$ cat config.mk
export PLATFORM = sky130hd
export DESIGN_NAME = sar_adc_ctrl
export DESIGN_NICKNAME = d
export VERILOG_FILES = /design/src/rtl/sar_adc_pkg.sv /design/src/rtl/sar_adc_reg.sv /design/src/rtl/sar_adc_ctrl.sv
export SDC_FILE = /design/constraint.sdc
export NUM_CORES = 1
export LEC_CHECK = 0
export CORE_MARGIN = 2
export CORE_UTILIZATION = 45
export CTS_BUF_LIST = sky130_fd_sc_hd__clkbuf_4 sky130_fd_sc_hd__clkbuf_8
export DETAILED_ROUTE_END_ITERATION = 10
export MAX_ROUTING_LAYER = met4
export PLACE_DENSITY = 0.81
export SLEW_MARGIN = 20
export SYNTH_ARGS = -nofsm -noshare
export SYNTH_HDL_FRONTEND = slang
export SYNTH_SLANG_ARGS = --single-unit
$ cat constraint.sdc
create_clock -name CLK -period 1.9 [get_ports CLK]
set_input_delay 0.38 -clock CLK [delete_from_list [all_inputs] [get_ports CLK]]
set_output_delay 0.38 -clock CLK [all_outputs]
set_load 0.01 [all_outputs]
$ cat src/rtl/sar_adc_pkg.sv
// sar_adc_pkg: shared types and width helpers for the SAR ADC controller.
// Optional free-running mode is enabled with macro SAR_ADC_AUTO_EN.
package sar_adc_pkg;

  localparam int NBITS_DEF         = 10;
  localparam int SAMPLE_CYCLES_DEF = 4;

  typedef enum logic [1:0] {
    S_IDLE,
    S_SAMPLE,
    S_CONVERT,
    S_DONE
  } state_t;

  function automatic int cnt_w(input int cycles);
    return (cycles > 0) ? $clog2(cycles + 1) : 1;
  endfunction

  function automatic int idx_w(input int nbits);
    return (nbits > 1) ? $clog2(nbits) : 1;
  endfunction

endpackage

$ cat src/rtl/sar_adc_reg.sv
// sar_adc_reg: successive-approximation register holding the bit index,
// partial result and trial DAC code.
module sar_adc_reg
  import sar_adc_pkg::*;
#(
  parameter int NBITS = NBITS_DEF
) (
  input  logic             CLK,
  input  logic             RST,
  input  logic             clr,
  input  logic             load,
  input  logic             step,
  input  logic             cmp,
  output logic [NBITS-1:0] code,
  output logic [NBITS-1:0] resolved,
  output logic             last
);

  localparam int IW = idx_w(NBITS);
  localparam logic [NBITS-1:0] ONE = NBITS'(1);

  logic [IW-1:0]    idx;
  logic [NBITS-1:0] res;
  logic [NBITS-1:0] bit_i;
  logic [NBITS-1:0] res_nxt;

  assign bit_i    = ONE << idx;
  assign res_nxt  = cmp ? (res | bit_i) : res;
  assign resolved = res_nxt;
  assign last     = (idx == '0);

  // Lower result bits are always zero here, so OR-ing in the next
  // trial bit yields the kept prefix, next bit set, rest cleared.
  always_ff @(posedge CLK or posedge RST) begin
    if (RST) begin
      idx  <= '0;
      res  <= '0;
      code <= '0;
    end else if (clr) begin
      idx  <= '0;
      res  <= '0;
      code <= '0;
    end else if (load) begin
      idx  <= IW'(NBITS - 1);
      res  <= '0;
      code <= ONE << (NBITS - 1);
    end else if (step) begin
      res <= res_nxt;
      if (last) begin
        code <= '0;
      end else begin
        code <= res_nxt | (bit_i >> 1);
        idx  <= idx - 1'b1;
      end
    end
  end

endmodule

$ cat src/rtl/sar_adc_ctrl.sv
// sar_adc_ctrl: track/hold, SAR conversion sequencing and result strobe.
// Define SAR_ADC_AUTO_EN to add the AUTO free-running input.
module sar_adc_ctrl
  import sar_adc_pkg::*;
#(
  parameter int NBITS         = NBITS_DEF,
  parameter int SAMPLE_CYCLES = SAMPLE_CYCLES_DEF
) (
  input  logic             CLK,
  input  logic             RST,
  input  logic             PD,
  input  logic             START,
`ifdef SAR_ADC_AUTO_EN
  input  logic             AUTO,
`endif
  input  logic             CMP,
  output logic             SAMPLE,
  output logic [NBITS-1:0] DAC_CODE,
  output logic [NBITS-1:0] DATAOUT,
  output logic             VALID,
  output logic             BUSY
);

  localparam int CW = cnt_w(SAMPLE_CYCLES);
  localparam logic [CW-1:0] CNT_LOAD = CW'(SAMPLE_CYCLES - 1);

  state_t           state;
  logic [CW-1:0]    cnt;
  logic             load;
  logic             step;
  logic             last;
  logic             auto_go;
  logic [NBITS-1:0] resolved;

`ifdef SAR_ADC_AUTO_EN
  assign auto_go = AUTO;
`else
  assign auto_go = 1'b0;
`endif

  assign load = !PD && (state == S_SAMPLE) && (cnt == '0);
  assign step = !PD && (state == S_CONVERT);
  assign BUSY = (state != S_IDLE);

  sar_adc_reg #(
    .NBITS(NBITS)
  ) u_reg (
    .CLK     (CLK),
    .RST     (RST),
    .clr     (PD),
    .load    (load),
    .step    (step),
    .cmp     (CMP),
    .code    (DAC_CODE),
    .resolved(resolved),
    .last    (last)
  );

  always_ff @(posedge CLK or posedge RST) begin
    if (RST) begin
      state   <= S_IDLE;
      cnt     <= '0;
      SAMPLE  <= 1'b0;
      VALID   <= 1'b0;
      DATAOUT <= '0;
    end else if (PD) begin
      state  <= S_IDLE;
      cnt    <= '0;
      SAMPLE <= 1'b0;
      VALID  <= 1'b0;
    end else begin
      VALID <= 1'b0;
      unique case (state)
        S_IDLE: begin
          if (START) begin
            state  <= S_SAMPLE;
            SAMPLE <= 1'b1;
            cnt    <= CNT_LOAD;
          end
        end
        S_SAMPLE: begin
          if (cnt == '0) begin
            state  <= S_CONVERT;
            SAMPLE <= 1'b0;
          end else begin
            cnt <= cnt - 1'b1;
          end
        end
        S_CONVERT: begin
          if (last) begin
            state   <= S_DONE;
            VALID   <= 1'b1;
            DATAOUT <= resolved;
          end
        end
        S_DONE: begin
          if (auto_go) begin
            state  <= S_SAMPLE;
            SAMPLE <= 1'b1;
            cnt    <= CNT_LOAD;
          end else begin
            state <= S_IDLE;
          end
        end
      endcase
    end
  end

endmodule

==> impl_metrics.py <==
metrics = {
    "status": {
        "outcome": "finished, final reports clean",
    },
    "global_routing": {
        "antenna_found_initial": 0,
        "grt_pass1_wl_mm": 7.58,
        "grt_pass1_vias": 1618,
        "gr-usage-all-layers": 0.194,
        "overflow": 0,
        "grt_start_max_net_pins": 42,
    },
    "clock_tree": {
        "htreeDepth": 2,
        "cts_root_buf": "clkbuf_8",
        "cts_buffer_depth": 2,
        "hold_buffers": 0,
        "clk_latency_ns": 0.30,
        "numClockSinks": 41,
        "cts-buffers-inserted": 5,
        "path_clk_slew_ns": 0.08,
        "cts_tree": "built",
    },
    "floorplanning": {
        "die_y_um": 72.3,
        "start_util": 0.476,
        "dieArea_um2": 5230,
        "rows": 24,
        "ios": 28,
        "die_x_um": 72.3,
        "core_area_um2": 4410,
    },
    "final_layout": {
        "layout_commonest_cell": "dfrtp_1",
        "final_cell_mix": "dfrtp_1, clkdlybuf4s50_1, a21oi_1, inv_1, buf_4",
        "register_area_um2": 1030,
        "nFillCells": 369,
        "n_antenna_cell": 0,
        "syn_to_final_growth_pct": 28.4,
        "multiInputGateArea_um2": 970,
        "finalNetCount": 254,
        "drive_gt1_frac": 0.158,
    },
    "routing": {
        "vias_per_cell": 5.61,
        "antenna_left": 0,
        "vias": 1637,
        "drtPass1Iterations": 4,
        "drt_iter0_markers": 140,
        "drc": 0,
        "drt-wirelength-per-cell_um": 15.1,
        "routed_wl_mm": 4.42,
    },
    "setup_path": {
        "crit_arrival_ns": 2.03,
        "cp-end-kind": "flop",
        "crit_type": "flop to flop",
        "cp_max_fo": 5,
        "startpoint_type": "flop",
        "cp.required_ns": 2.08,
        "r2r_cells": 5,
    },
    "job": {
        "maxCapViolCount": 0,
    },
    "sta": {
        "finalCriticalPeriod_ns": 1.85,
        "max_freq_ghz": 0.539,
        "post-route-period-util": 0.976,
        "clock_skew_ns": 0.0100,
        "hold_violations": 0,
        "worstMarginPinSlew_ns": 0.763,
        "rsz0062_at_grt": "no",
        "fin_setup_tns_ns": 0,
        "drv_slew": 0,
        "setup_viol": 0,
        "slew_headroom": 0.490,
    },
    "place": {
        "port_buffers": 27,
        "gp_congestion": 0.834,
        "place.detailed.hpwl_mm": 3.10,
    },
    "synth": {
        "synth_seq_area_share": 0.489,
        "syn_inst": 198,
        "synth_area_um2": 2100,
        "ys.warnings.count": 0,
        "syn-num-nets": 213,
        "synth.avg_cell_area_um2": 10.6,
        "ys_types": 48,
        "ys_ff_latch": 41,
    },
    "power": {
        "peakVddDrop_v": 0.000706,
        "total_power_mw": 3.47,
        "power_density_nw_per_um2": 1290,
        "p_leak_nw": 1.30,
    },
    "worst_hold_path": {
        "hold_class": "primary input to asynchronous set/reset pin",
    },
}
## flip-flops by register name, summed over array words and instances (netlist names)
| register | flops |
|---|---|
| u_reg.res | 10 |
| VALID | 1 |
| u_reg.idx | 4 |
| state | 2 |
| SAMPLE | 1 |
| cnt | 3 |
| u_reg.code | 10 |
| DATAOUT | 10 |
## cell usage after synthesis, drive strengths merged
cell,n,area [um2]
inv,18,67.6
ha,10,125
nor4bb,1,10.0
a211oi,1,7.51
dfrtp,41,1030
a31oi,11,68.8
and3b,1,8.76
and3,1,6.26
nor2b,4,25.0
o2bb2ai,9,78.8
nand3b,1,7.51
nor4b,1,8.76
nand4,1,6.26
and4,1,8.76
buf,6,30.0
or3,1,6.26
a221oi,3,43.8
a221o,1,10.0
o21ba,1,10.0
nand3,2,10.0
a21oi,16,80.1
o2111a,1,11.3
nand2,5,18.8
and4b,1,10.0
mux2,6,71.3
a2bb2oi,1,8.76
clkinv,1,3.75
a21o,7,52.6
nor4,1,6.26
nor2,15,56.3
nor3,3,20.0
and2,2,12.5
clkbuf,5,20.0
o31ai,1,7.51
or4,1,7.51
a41oi,2,17.5
nor3b,1,12.5
o21ai,4,20.0
nand2b,1,6.26
mux2i,8,80.1
or3b,1,11.3
## final cells by class
class / count / area share
Tap cell: 52 / 0.0241
Multi-Input combinational cell: 127 / 0.360
Sequential cell: 41 / 0.381
Clock buffer: 5 / 0.0255
Timing Repair Buffer: 45 / 0.159
Inverter: 19 / 0.0265
Clock inverter: 3 / 0.0241
## kinds of logic (layout without fill, tap and decap cells)
family          count (synthesis)  after routing  share of synthesized area
simple gates                   45             45                      0.123
buf+inv                        30             72                     0.0578
mux                            14             14                     0.0721
flops                          41             41                      0.489
fa+ha+maj                      10             10                     0.0596
compound gates                 58             58                      0.198
## power breakdown
group          internal [mW]  switching (mW)
clock                  0.522           0.307
combinational          0.725           0.770
sequential              1.03           0.112
## final timing paths
| path | from | endpoint | slack (ns) |
|---|---|---|---|
| worst max-delay path | u_reg.idx[0]$_DFFE_PP0P_ | state[0]$_DFFE_PP0P_ | 0.05 |
| worst min-delay path | RST | DATAOUT[6]$_DFFE_PP0P_ | 0.44 |
| worst max register to register | u_reg.idx[0]$_DFFE_PP0P_ | state[0]$_DFFE_PP0P_ | 0.05 |
| worst min register to register | u_reg.code[6]$_DFFE_PP0P_ | u_reg.code[6]$_DFFE_PP0P_ | 0.49 |
| max in group asynchronous | RST | state[0]$_DFFE_PP0P_ | 1.25 |
| min in group CLK | u_reg.code[6]$_DFFE_PP0P_ | u_reg.code[6]$_DFFE_PP0P_ | 0.49 |
## per-layer routing
layer / track usage / share of wire / vias to the layer above / wire (um)
met2: 0.306 / 0.49 / 28 / 2180
met5: - / 0 / - / 0
met1: 0.251 / 0.46 / 811 / 2040
li1: - / - / 791 / -
met4: 0.0818 / 0.019 / 0 / 85
met3: 0.0278 / 0.027 / 7 / 118
## per-stage QoR
stage	worst slack [ns]	hold WS [ns]	cell area [um2]	std cells	util
detailed placement	0.0510	0.475	2530	281	0.574
global route	0.00346	0.471	2700	292	0.611
CTS	0.0385	0.451	2670	289	0.604
finish	0.0455	0.438	2700	292	0.611
global placement	0.107	0.472	2530	281	0.574
floorplan	0.00549	0.485	2120	198	-
## repair_timing
item	CTS	global route
resized for setup	1	1
setup buffers	0	3
endpoints found under the setup margin	1	10
pin swaps	0	1
## worst max-delay path: stages, from the launching register on
cell      delay (ns)
dfrtp_1         0.39
inv_2           0.09
ha_4            0.16
or3b_4          0.41
a221oi_4        0.35
mux2_4          0.33
Note: power is estimated with default switching activity, not from simulation.
